`src/rtl/ifu_pkg.sv`:
```
// Shared constants and FSM state encoding for the instruction fetch unit.
// Used by instr_fetch_unit and ifu_stall_counter.
package ifu_pkg;

    localparam int unsigned ADDR_W      = 8;
    localparam int unsigned INSTR_W     = 16;
    localparam int unsigned LONG_OP_BIT = 7;
    localparam int unsigned STALL_W     = 16;

    typedef logic [2:0] ifu_state_t;

    localparam ifu_state_t IDLE  = 3'd0;
    localparam ifu_state_t REQ0  = 3'd1;
    localparam ifu_state_t WAIT0 = 3'd2;
    localparam ifu_state_t WAIT1 = 3'd3;
    localparam ifu_state_t OUT   = 3'd4;

endpackage

```
`src/rtl/ifu_stall_counter.sv`:
```
// Saturating count of cycles where the fetch unit holds an instruction the
// decoder has not yet taken. Only built when IFU_STALL_CNT_EN is defined.
module ifu_stall_counter
    import ifu_pkg::*;
(
    input  logic               clk,
    input  logic               reset,
    input  logic               stall,
    output logic [STALL_W-1:0] count
);

    logic [STALL_W-1:0] count_q;
    logic [STALL_W-1:0] count_d;

    always_comb begin
        count_d = count_q;
        if (stall && (count_q != {STALL_W{1'b1}})) begin
            count_d = count_q + STALL_W'(1);
        end
    end

    always_ff @(posedge clk) begin
        if (reset) begin
            count_q <= '0;
        end else begin
            count_q <= count_d;
        end
    end

    assign count = count_q;

endmodule

```
`src/rtl/instr_fetch_unit.sv`:
```
// Fetches 1- or 2-byte instructions from a byte memory and hands them to the
// decoder. Optional stall counter port enabled by defining IFU_STALL_CNT_EN.
module instr_fetch_unit
    import ifu_pkg::*;
(
    input  logic               clk,
    input  logic               reset,
    input  logic [ADDR_W-1:0]  pc_in,
    output logic               pc_step,
    output logic               pc_step_two,
    input  logic               flush,
    output logic               mem_rd,
    output logic [ADDR_W-1:0]  mem_addr,
    input  logic [7:0]         mem_rdata,
    output logic [INSTR_W-1:0] instr,
    output logic               instr_len2,
    output logic               instr_valid,
    input  logic               instr_ready
`ifdef IFU_STALL_CNT_EN
    ,
    output logic [STALL_W-1:0] stall_cnt
`endif
);

    ifu_state_t state_q;
    ifu_state_t state_d;
    logic [7:0] byte0_q;
    logic [7:0] byte1_q;
    logic       len2_q;
    logic       long_op;

    assign long_op = mem_rdata[LONG_OP_BIT];

    always_comb begin
        state_d = state_q;
        if (flush) begin
            state_d = REQ0;
        end else begin
            case (state_q)
                IDLE:    state_d = REQ0;
                REQ0:    state_d = WAIT0;
                WAIT0:   state_d = long_op ? WAIT1 : OUT;
                WAIT1:   state_d = OUT;
                OUT:     state_d = instr_ready ? REQ0 : OUT;
                default: state_d = IDLE;
            endcase
        end
    end

    // A flush drops whatever byte arrives this cycle; the held bytes are only
    // visible again once a fresh fetch reaches OUT.
    always_ff @(posedge clk) begin
        if (reset) begin
            state_q <= IDLE;
            byte0_q <= 8'h00;
            byte1_q <= 8'h00;
            len2_q  <= 1'b0;
        end else begin
            state_q <= state_d;
            if (!flush) begin
                if (state_q == WAIT0) begin
                    byte0_q <= mem_rdata;
                    byte1_q <= 8'h00;
                    len2_q  <= long_op;
                end else if (state_q == WAIT1) begin
                    byte1_q <= mem_rdata;
                end
            end
        end
    end

    always_comb begin
        mem_rd   = 1'b0;
        mem_addr = '0;
        if (state_q == REQ0) begin
            mem_rd   = 1'b1;
            mem_addr = pc_in;
        end else if ((state_q == WAIT0) && long_op) begin
            mem_rd   = 1'b1;
            mem_addr = pc_in + ADDR_W'(1);
        end
    end

    assign instr_valid = (state_q == OUT);
    assign instr       = {byte0_q, byte1_q};
    assign instr_len2  = len2_q;
    assign pc_step     = instr_valid & instr_ready & ~flush;
    assign pc_step_two = pc_step & len2_q;

`ifdef IFU_STALL_CNT_EN
    logic stall;

    assign stall = instr_valid & ~instr_ready;

    ifu_stall_counter u_stall_counter (
        .clk   (clk),
        .reset (reset),
        .stall (stall),
        .count (stall_cnt)
    );
`endif

endmodule

```
`config.mk`:
```
export PLATFORM = sky130hd
export DESIGN_NAME = instr_fetch_unit
export DESIGN_NICKNAME = d
export VERILOG_FILES = /design/src/rtl/ifu_pkg.sv /design/src/rtl/ifu_stall_counter.sv /design/src/rtl/instr_fetch_unit.sv
export SDC_FILE = /design/constraint.sdc
export NUM_CORES = 1
export LEC_CHECK = 0
export CAP_MARGIN = 10
export CORE_UTILIZATION = 39
export CTS_BUF_LIST = sky130_fd_sc_hd__clkbuf_16
export CTS_CLUSTER_SIZE = 40
export DETAILED_ROUTE_END_ITERATION = 10
export GPL_TIMING_DRIVEN = 0
export HOLD_SLACK_MARGIN = 0.05
export PLACE_DENSITY = 0.76
export SLEW_MARGIN = 20
export SYNTH_ARGS = -nofsm -noshare
export SYNTH_HDL_FRONTEND = slang
export SYNTH_HIERARCHICAL = 1
export SYNTH_SLANG_ARGS = --single-unit
```
`constraint.sdc`:
```
create_clock -name clk -period 1.5 [get_ports clk]
set_input_delay 0.15 -clock clk [delete_from_list [all_inputs] [get_ports clk]]
set_output_delay 0.15 -clock clk [all_outputs]
set_load 0.1 [all_outputs]
```
Word-level counts from Yosys, hierarchy flattened. Index checks and enable logic that the tools add are counted.

Register bits: 20. Input bits: 20. Output and inout port bits: 29. Logic and storage cells: 30.

Add/subtract/negate cells: 1. Equal/unequal tests: 4. Mux-type cells: 10. Bitwise logic cells: 4. Reduce and logical (&&, ||, !) cells: 6.

Operator list (count): 8-bit 2-to-1 mux (4); 3-bit case mux with 5 select lines (1); 8-bit by 1-bit adder with 8-bit output (second input constant) (1); 3-bit by 2-bit equality test with 1-bit output (second input constant) (2); 3-bit 2-to-1 mux (2); 2-bit AND reduction (2); 1-bit bitwise AND (3); 3-bit by 1-bit equality test with 1-bit output (second input constant) (1); 3-bit equality test (second input constant) (1); 3-bit logical NOT (1); 1-bit 2-to-1 mux (3); 2-bit nonzero test (1); 2-bit OR reduction (1); 1-bit logical AND (1); 1-bit NOT (1).

Logic depth before layout (Yosys ltp). Gate-level depths: netlist of run 1.

Depth in word-level cells: 4. Mapped depth: 6. Depth with buffers taken out: 5.

Least setup slack after synthesis of run 1. OpenSTA, ideal clock, no wires.

Path kind: register -> output. Start: register state_q[1]. End: output pc_step_two. Data arrival time: 3.849 ns. Required time: 1.350 ns. Slack: -2.499 ns. Cell stages (with the launch flop): 5. Buffers on the path: 1. Cells stage by stage: dfxtp_1 buf_4 or3b_1 nor3_1 and2_1.

Longest elaborated chain between the ends: 4.

Ends and longest elaborated chain: start, declared (line instr_fetch_unit.sv:25) `ifu_state_t state_q;`; start signal, assigned (line instr_fetch_unit.sv:59) `state_q <= state_d;`; 3-bit equality test (line instr_fetch_unit.sv:84) `assign instr_valid = (state_q == OUT);`; 1-bit bitwise AND (2 in a row) (line instr_fetch_unit.sv:87) `assign pc_step = instr_valid & instr_ready & ~flush;`; net pc_step (line instr_fetch_unit.sv:9) `output logic pc_step,`; 1-bit bitwise AND (line instr_fetch_unit.sv:88) `assign pc_step_two = pc_step & len2_q;`; end, declared (line instr_fetch_unit.sv:10) `output logic pc_step_two,`.

The timed path passes the listed nets, and every way through them passes these cells.

Worst setup path in the final report of run 1.
Start: register state_q[0]. End: output mem_addr[6].

Longest elaborated chain between the ends: 4. Elaborated cells on any way between the ends: 5. Classes of those cells: 2 x eq/ne; 2 x mux; 1 x reduce/logical.

Ends and longest elaborated chain: 3-bit by 2-bit equality test with 1-bit output (line instr_fetch_unit.sv:78) `end else if ((state_q == WAIT0) && long_op) begin`; 1-bit logical AND (line instr_fetch_unit.sv:78); 8-bit 2-to-1 mux (line instr_fetch_unit.sv:78); 8-bit 2-to-1 mux * (line instr_fetch_unit.sv:75) `if (state_q == REQ0) begin`; end, declared (line instr_fetch_unit.sv:13) `output logic [ADDR_W-1:0] mem_addr,`.

Every way passes the cells marked *; elsewhere a longest branch is shown, timed or not.

==> summary.txt, run 1 <==
sw power - 527 uW
crit-path cells - nand2b_4 -> nor3b_4 -> nand4_1 -> o21ai_4 -> buf_12
Mapped Cells - 130
most frequent cells in the layout - nand2_1 (24), clkdlybuf4s15_2 (17), a21oi_1 (16)
core area - 2320 sq um
IR drop worst, VDD - 877 uV
Hold Crit Depth - 2
DPL Wire Length - 2090 um
DRC - 0
failing checks - negative setup slack
WS Path Type - flop to output pin
Root Buffer - clkbuf_16
Post-DRT Antenna Nets - 0
Combinational Power Share - 0.321
Worst R2R Start - state_q[2]$_SDFF_PP0_
Clock Power Share - 0.349
Slew Limit Fails - 0
FF+latch count, synth - 19
worst path arrival time - 1.69 ns
global-route wire length before repair - 5510 um
cts bufs inserted - 3
CP endpoint kind - output pin
final setup fails - 14
worst reg2reg path depth - 6
Syn-to-layout area delta - 102%
Total Die Area - 2770 sq um
slowest CP cell - dfxtp_2
Hold-fix buffers, CTS - 0
Hold Crit Start - reset
Slew HR - 0.632
Die Height - 52.7 um
sequential-to-total area share from yosys stat - 0.380
DRT Pass-1 Iters - 4
Worst path depth - 5
Avg Cell Area, Syn - 7.70 sq um
Clock Latency Late Sink - 0.25 ns
worst-path fanout max - 6
Worst Max-Slew Pin Slew - 0.554 ns
wire per inst - 17.3 um
post-route worst setup slack - -0.342 ns
clock buffer depth - 2
Initial Utilization - 0.432
Overall Global Routing Usage - 0.277
DRT iter0 DRCs - 30
placed cell count - 205
pwr dens - 784 nW/um^2
placed instance area - 1620 sq um
Net Count, Synth - 151
Vias - 1240
die width - 52.7 um
WL final - 3850 um
Distinct cells, synth - 34
largest delay contributor family on the critical path - simple AND/OR/NAND/NOR gates
Fmax achieved - 0.543 GHz
hold endpoint - byte0_q[1]$_SDFFE_PP0P_
Synth Warn # - 6
CTS tree - done
CTS sink cnt - 19
status - finished with violations
Worst Setup Start Kind - flop
Layout Utilization - 0.873
fin crit share - 1.23
initial antenna violation count - 0
std cell rows - 17
# port buffers - 47
clk_skew - 0.00155 ns
Reg power frac - 0.330
switching part of the total - 0.332
gpl congestion - 0.731
vias per std cell - 5.59
H-tree depth - 1
Netlist Area Pre-Place - 1000 sq um
max-cap check violation count - 0
RSZ-0062 raised after global routing - true
non-filler cells, final - 222
vias in the first global route - 1148
internal power - 1.06 mW
diode count - 0
Pwr Total - 1.59 mW
Buffers & Inverters on Critical Path - 1
Critical Path RT - 1.35 ns
commonest non-fill, non-tap cell in the layout - nand2_1
layout cells sized above 1 - 0.464
Design Area, Final - 2020 sq um
crit-path max cell delay - 0.35 ns
Leak Pwr - 0.763 nW
largest net degree at the start of global routing - 12
final net count - 216
grt ovf - 0
IO Count - 49
Hold Path Class - input port to flop
crit path time final - 1.84 ns
Hold Vio Cnt, Final - 0
Setup WS pre-CTS - -1.46 ns
Clk pin slew, worst setup/hold paths - 0.06 ns
Reg-to-Reg End - byte0_q[7]$_SDFFE_PP0P_
reg2reg setup slack - -0.05 ns
stage by stage:
step                      TNS, ns  hold WS [ns]
after floorplan             -2.04         0.222
after global placement     -17.44         0.442
after detailed placement   -17.98         0.449
after CTS                   -2.23         0.307
after global routing        -3.92         0.377
final                       -3.17         0.342
how the worst max path moves through the flow:
| stage | startpoint | to |
|---|---|---|
| floorplan | state_q[2]$_SDFF_PP0_ | pc_step_two |
| global placement | mem_rdata[7] | mem_addr[7] |
| detailed placement | mem_rdata[7] | mem_addr[7] |
| CTS | state_q[0]$_SDFF_PP0_ | mem_addr[6] |
| global route | state_q[0]$_SDFF_PP0_ | mem_addr[6] |
| finish | state_q[0]$_SDFF_PP0_ | mem_addr[6] |
cells by family after synthesis:
logic type / share of synthesized area
AO/OA/AOI/OAI: 0.179
XOR/XNOR: 0.00875
adder cells (fa/ha/maj): 0.0125
buffers and inverters: 0.0725
flip-flops: 0.380
multiplexers: 0.0100
AND/OR/NAND/NOR: 0.338
per-layer routing:
metal / global-route usage / routed length, um / up-vias
li1: - / - / 583
met1: 0.360 / 1730 / 603
met2: 0.451 / 1870 / 43
met3: 0.0580 / 154 / 11
met4: 0.0921 / 84 / 0
met5: 0 / 0 / -
area by class of cell:
class	instances	area, sq um
tap	28	35.0
clock inverter	1	5.00
sequential	19	390
clock buffer	3	75.1
buffer	5	33.8
inverter	6	28.8
fill	110	294
multi-input combinational	98	729
timing repair buffer	62	727
cells in the mapped netlist:
cell type	number	area [sq um]
a21oi_1	18	90.1
a21oi_2	1	8.76
a22o_1	1	8.76
a31oi_1	1	6.26
a32oi_1	1	8.76
and2_1	1	6.26
and3_1	1	6.26
and4_1	1	8.76
buf_2	1	5.00
buf_4	2	15.0
buf_6	2	22.5
clkbuf_1	2	7.51
dfxtp_1	19	380
ha_1	1	12.5
inv_1	5	18.8
inv_2	1	3.75
mux2i_1	1	10.0
nand2_1	29	109
nand2b_1	1	6.26
nand3_1	10	50.1
nand4_1	2	12.5
nand4bb_1	1	11.3
nor2_1	5	18.8
nor2_8	1	20.0
nor2b_1	1	6.26
nor3_1	3	15.0
nor3b_2	2	25.0
nor3b_4	1	18.8
o21ai_0	3	15.0
o21ai_1	7	35.0
o22ai_1	1	6.26
or3_1	1	6.26
or3b_1	2	17.5
xnor2_1	1	8.76
power groups by stage:
stage	Sequential, mW	Clock (mW)	Combinational [mW]
after global routing	0.524	0.572	0.526
after global placement	0.530	0	0.406
after floorplan	0.566	0	0.245
after detailed placement	0.530	0	0.411
final	0.523	0.554	0.510
after CTS	0.520	0.562	0.492
sequential cells by signal (all words and copies together), names as in the netlist:
register / cells
byte1_q: 8
byte0_q: 8
state_q: 3
what timing repair did:
item / CTS / global route
setup buffers: 9 / 6
pin swaps: 9 / 5
endpoints found under the setup margin: 29 / 23
gates resized for setup: 183 / 12
Power figures use the tool's default switching activity.
==> run 2, diff against run 1 <==
- SYNTH_HIERARCHICAL: 1 -> not set
==> results of run 2 <==
No change in the layout: final DEF, timing and power equal those of run 1.
Main changes from that run: Yosys warning count 6 -> 0
==> run 3, diff against run 2 <==
- GPL_TIMING_DRIVEN: 0 -> not set
==> run 3 against run 2 <==
Compared with the run above: the run now fails in clock tree synthesis; synthesized area did not move; synthesized cell count did not move.
==> summary.txt, run 3 <==
status - stopped before the end
Failed at - clock tree synthesis
stop err - [ERROR DPL-0038] Utilization greater than 100%, impossible to legalize
placed instance area - 2070 sq um
FF+latch count, synth - 19
Compound-Gate Fraction of Synth Area - 0.179
area leader, netlist - dfxtp_1
XOR/XNOR Fraction of Synth Area - 0.00875
clock buffer depth - 2
IO Count - 49
Initial Utilization - 0.432
Hold-fix buffers, CTS - 0
Synth top area share - 0.380
top post-synthesis cells by area - dfxtp_1 (38%), nand2_1 (11%), a21oi_1 (9.0%)
# port buffers - 48
Async S/R FF share, synth - 0
Post-CTS Setup Bufs - 9
Post-synth EDFFs - 0
Top FF cell, synth - dfxtp_1
Die Height - 52.7 um
Post-synth top cells - nand2_1 (29), dfxtp_1 (19), a21oi_1 (18)
DPL Wire Length - 2940 um
Mapped Cells - 130
Net Count, Synth - 151
adder-cell share of the synthesized area - 0.0125
simple-gate share of the synthesized area - 0.338
CTS sink cnt - 19
cts bufs inserted - 3
std cell rows - 17
# resized after CTS - 43
Root Buffer - clkbuf_16
sequential-to-total area share from yosys stat - 0.380
H-tree depth - 1
Synth Warn # - 0
Netlist Area Pre-Place - 1000 sq um
die width - 52.7 um
top-count cell post-synth - nand2_1
gpl congestion - 0.840
Avg Cell Area, Syn - 7.70 sq um
largest family of logic cells by synthesized area - simple AND/OR/NAND/NOR gates
post-synthesis mux area share - 0.0100
Distinct cells, synth - 34
## run 3: cells by family after synthesis
family | Yosys count
simple gates | 62
compound gates | 33
flops | 19
buf+inv | 13
xor+xnor | 1
mux | 1
fa+ha+maj | 1
## run 3: per-stage QoR
stage                     setup slack, ns  setup TNS, ns  std cells
after floorplan                    -0.753          -2.04        130
after global placement             -0.275          -2.01        226
after detailed placement           -0.374          -2.95        226
==> run 4, diff against run 3 <==
- CORE_AREA: not set -> 2 2 63 65
- CORE_UTILIZATION: 39 -> not set
- CTS_BUF_LIST: sky130_fd_sc_hd__clkbuf_16 -> not set
- CTS_CLUSTER_SIZE: 40 -> not set
- DIE_AREA: not set -> 0 0 65 67
- HOLD_SLACK_MARGIN: 0.05 -> not set
- PLACE_DENSITY: 0.76 -> not set
- PLACE_DENSITY_LB_ADDON: not set -> 0.15
==> run 4 against run 3 <==
Compared with the run above: the flow now finishes, with violations (negative setup slack); synthesized area did not move; synthesized cell count did not move.
==> summary.txt, run 4 <==
status - finished with violations
failing checks - negative setup slack
most frequent cells in the layout - buf_12 (30), nand2_1 (27), buf_4 (25)
die width - 65 um
DRT iter0 DRCs - 45
Post-synth EDFFs - 0
area leader, netlist - dfxtp_1
Leak Pwr - 0.876 nW
CTS tree - done
top post-synthesis cells by area - dfxtp_1 (38%), nand2_1 (11%), a21oi_1 (9.0%)
DRC - 0
Post-DRT Antenna Nets - 0
largest family of logic cells by synthesized area - simple AND/OR/NAND/NOR gates
XOR/XNOR Fraction of Synth Area - 0.00875
Initial Utilization - 0.278
pwr dens - 626 nW/um^2
grt ovf - 0
Die Height - 67 um
Combinational Power Share - 0.384
Distinct cells, synth - 34
DRT Pass-1 Iters - 4
worst-path fanout max - 5
Synth Warn # - 0
Reg power frac - 0.371
Avg Cell Area, Syn - 7.70 sq um
DPL Wire Length - 2670 um
adder-cell share of the synthesized area - 0.0125
IR drop worst, VDD - 595 uV
top-count cell post-synth - nand2_1
Layout Utilization - 0.626
Hold Path Class - input port to flop
Worst Max-Slew Pin Slew - 0.269 ns
vias per std cell - 4.64
layout cells sized above 1 - 0.473
WL final - 3330 um
WS Path Type - flop to output pin
IO Count - 49
final setup fails - 11
Fmax achieved - 0.573 GHz
H-tree depth - 1
Compound-Gate Fraction of Synth Area - 0.179
clk_skew - 0.00203 ns
cts bufs inserted - 3
switching part of the total - 0.342
fin crit share - 1.16
placed instance area - 2080 sq um
largest net degree at the start of global routing - 20
reg2reg setup slack - 0.08 ns
Hold Crit Depth - 3
CTS sink cnt - 19
met2 wire length - 1800 um
CP endpoint kind - output pin
diode count - 0
Slew HR - 0.821
post-synthesis mux area share - 0.0100
RSZ-0062 raised after global routing - true
# port buffers - 48
Top Registers - byte0_q (8), byte1_q (8), state_q (3)
wire per inst - 13.2 um
Root Buffer - clkbuf_8
Clk pin slew, worst setup/hold paths - 0.07 ns
non-filler cells, final - 253
slowest CP cell - or3b_4
Hold Crit Start - mem_rdata[6]
WL met3 - 165 um
Clock Latency Late Sink - 0.25 ns
placed cell count - 243
post-route worst setup slack - -0.244 ns
Top FF cell, synth - dfxtp_1
sw power - 484 uW
Syn-to-layout area delta - 125%
Net Count, Synth - 151
Pwr Total - 1.41 mW
vias in the first global route - 1254
crit-path max cell delay - 0.42 ns
Clock Power Share - 0.245
setup_tns - -1.91 ns
Hold Vio Cnt, Final - 0
Synth top area share - 0.380
Buffers & Inverters on Critical Path - 1
largest delay contributor family on the critical path - simple AND/OR/NAND/NOR gates
FF+latch count, synth - 19
global-route wire length before repair - 5770 um
Vias - 1173
highest metal used - met4
Critical Path RT - 1.35 ns
Total Die Area - 4360 sq um
simple-gate share of the synthesized area - 0.338
worst reg2reg path depth - 7
Design Area, Final - 2260 sq um
Setup WS pre-CTS - -0.380 ns
Worst Setup Start Kind - flop
wl on met1 - 1340 um
Reg-to-Reg End - state_q[1]$_SDFF_PP0_
crit-path cells - or3b_4 -> nor3_4 -> and2_4 -> buf_12
Hold-fix buffers, CTS - 0
core area - 3610 sq um
internal power - 929 uW
Netlist Area Pre-Place - 1000 sq um
final net count - 227
max-cap check violation count - 0
gpl congestion - 0.840
clock buffer depth - 2
crit path time final - 1.74 ns
worst path arrival time - 1.59 ns
Post-synth top cells - nand2_1 (29), dfxtp_1 (19), a21oi_1 (18)
Async S/R FF share, synth - 0
std cell rows - 22
Overall Global Routing Usage - 0.171
hold endpoint - byte0_q[6]$_SDFFE_PP0P_
Hold WS - 0.482 ns
commonest non-fill, non-tap cell in the layout - buf_12
Mapped Cells - 130
sequential-to-total area share from yosys stat - 0.380
Slew Limit Fails - 0
initial antenna violation count - 0
Worst R2R Start - state_q[0]$_SDFF_PP0_
-- run 4: cell counts after synthesis --
Identical to the previous run, type by type.
-- run 4: power groups by stage --
stage,Clock (mW),Sequential (mW),Combinational [mW]
after CTS,0.364,0.524,0.534
after global routing,0.382,0.525,0.566
after global placement,0,0.534,0.506
after detailed placement,0,0.535,0.512
after floorplan,0,0.566,0.245
final,0.347,0.524,0.542
-- run 4: layout make-up --
type	instances	area [sq um]
clock buffer	4	45.0
timing repair buffer	78	1020
sequential	19	388
fill	293	1350
tap	48	60.1
multi-input combinational	98	721
inverter	6	26.3
-- run 4: cells by family after synthesis --
group,count (synthesis)
fa+ha+maj,1
simple gates,62
compound gates,33
flops,19
mux,1
buf+inv,13
xor+xnor,1
-- run 4: layer usage --
metal	vias to the layer above	global-route usage
met5	-	0
met4	0	0.0479
met3	2	0.0507
met2	32	0.305
met1	539	0.197
li1	600	-
-- run 4: timing repair --
item                                    in CTS  in global routing
buffers inserted                             4                  2
endpoints found under the setup margin      20                 13
resized for setup                           25                  5
pin swaps                                   13                  3
-- run 4: worst max-delay path by stage --
stage | end | cells after the start | startpoint
after floorplan | pc_step_two | 4 | state_q[2]$_SDFF_PP0_
after global placement | mem_addr[7] | 5 | mem_rdata[7]
after detailed placement | mem_addr[7] | 6 | pc_in[0]
after CTS | mem_addr[6] | 6 | state_q[0]$_SDFF_PP0_
after global routing | pc_step_two | 4 | state_q[1]$_SDFF_PP0_
final | pc_step_two | 4 | state_q[1]$_SDFF_PP0_
-- run 4: worst reg2reg max path, cell delays in order, from the launching register on --
cell,delay [ns]
dfxtp_2,0.37
buf_4,0.20
inv_2,0.06
mux2i_2,0.17
nand2_2,0.13
buf_4,0.16
buf_4,0.12
nor3_1,0.12
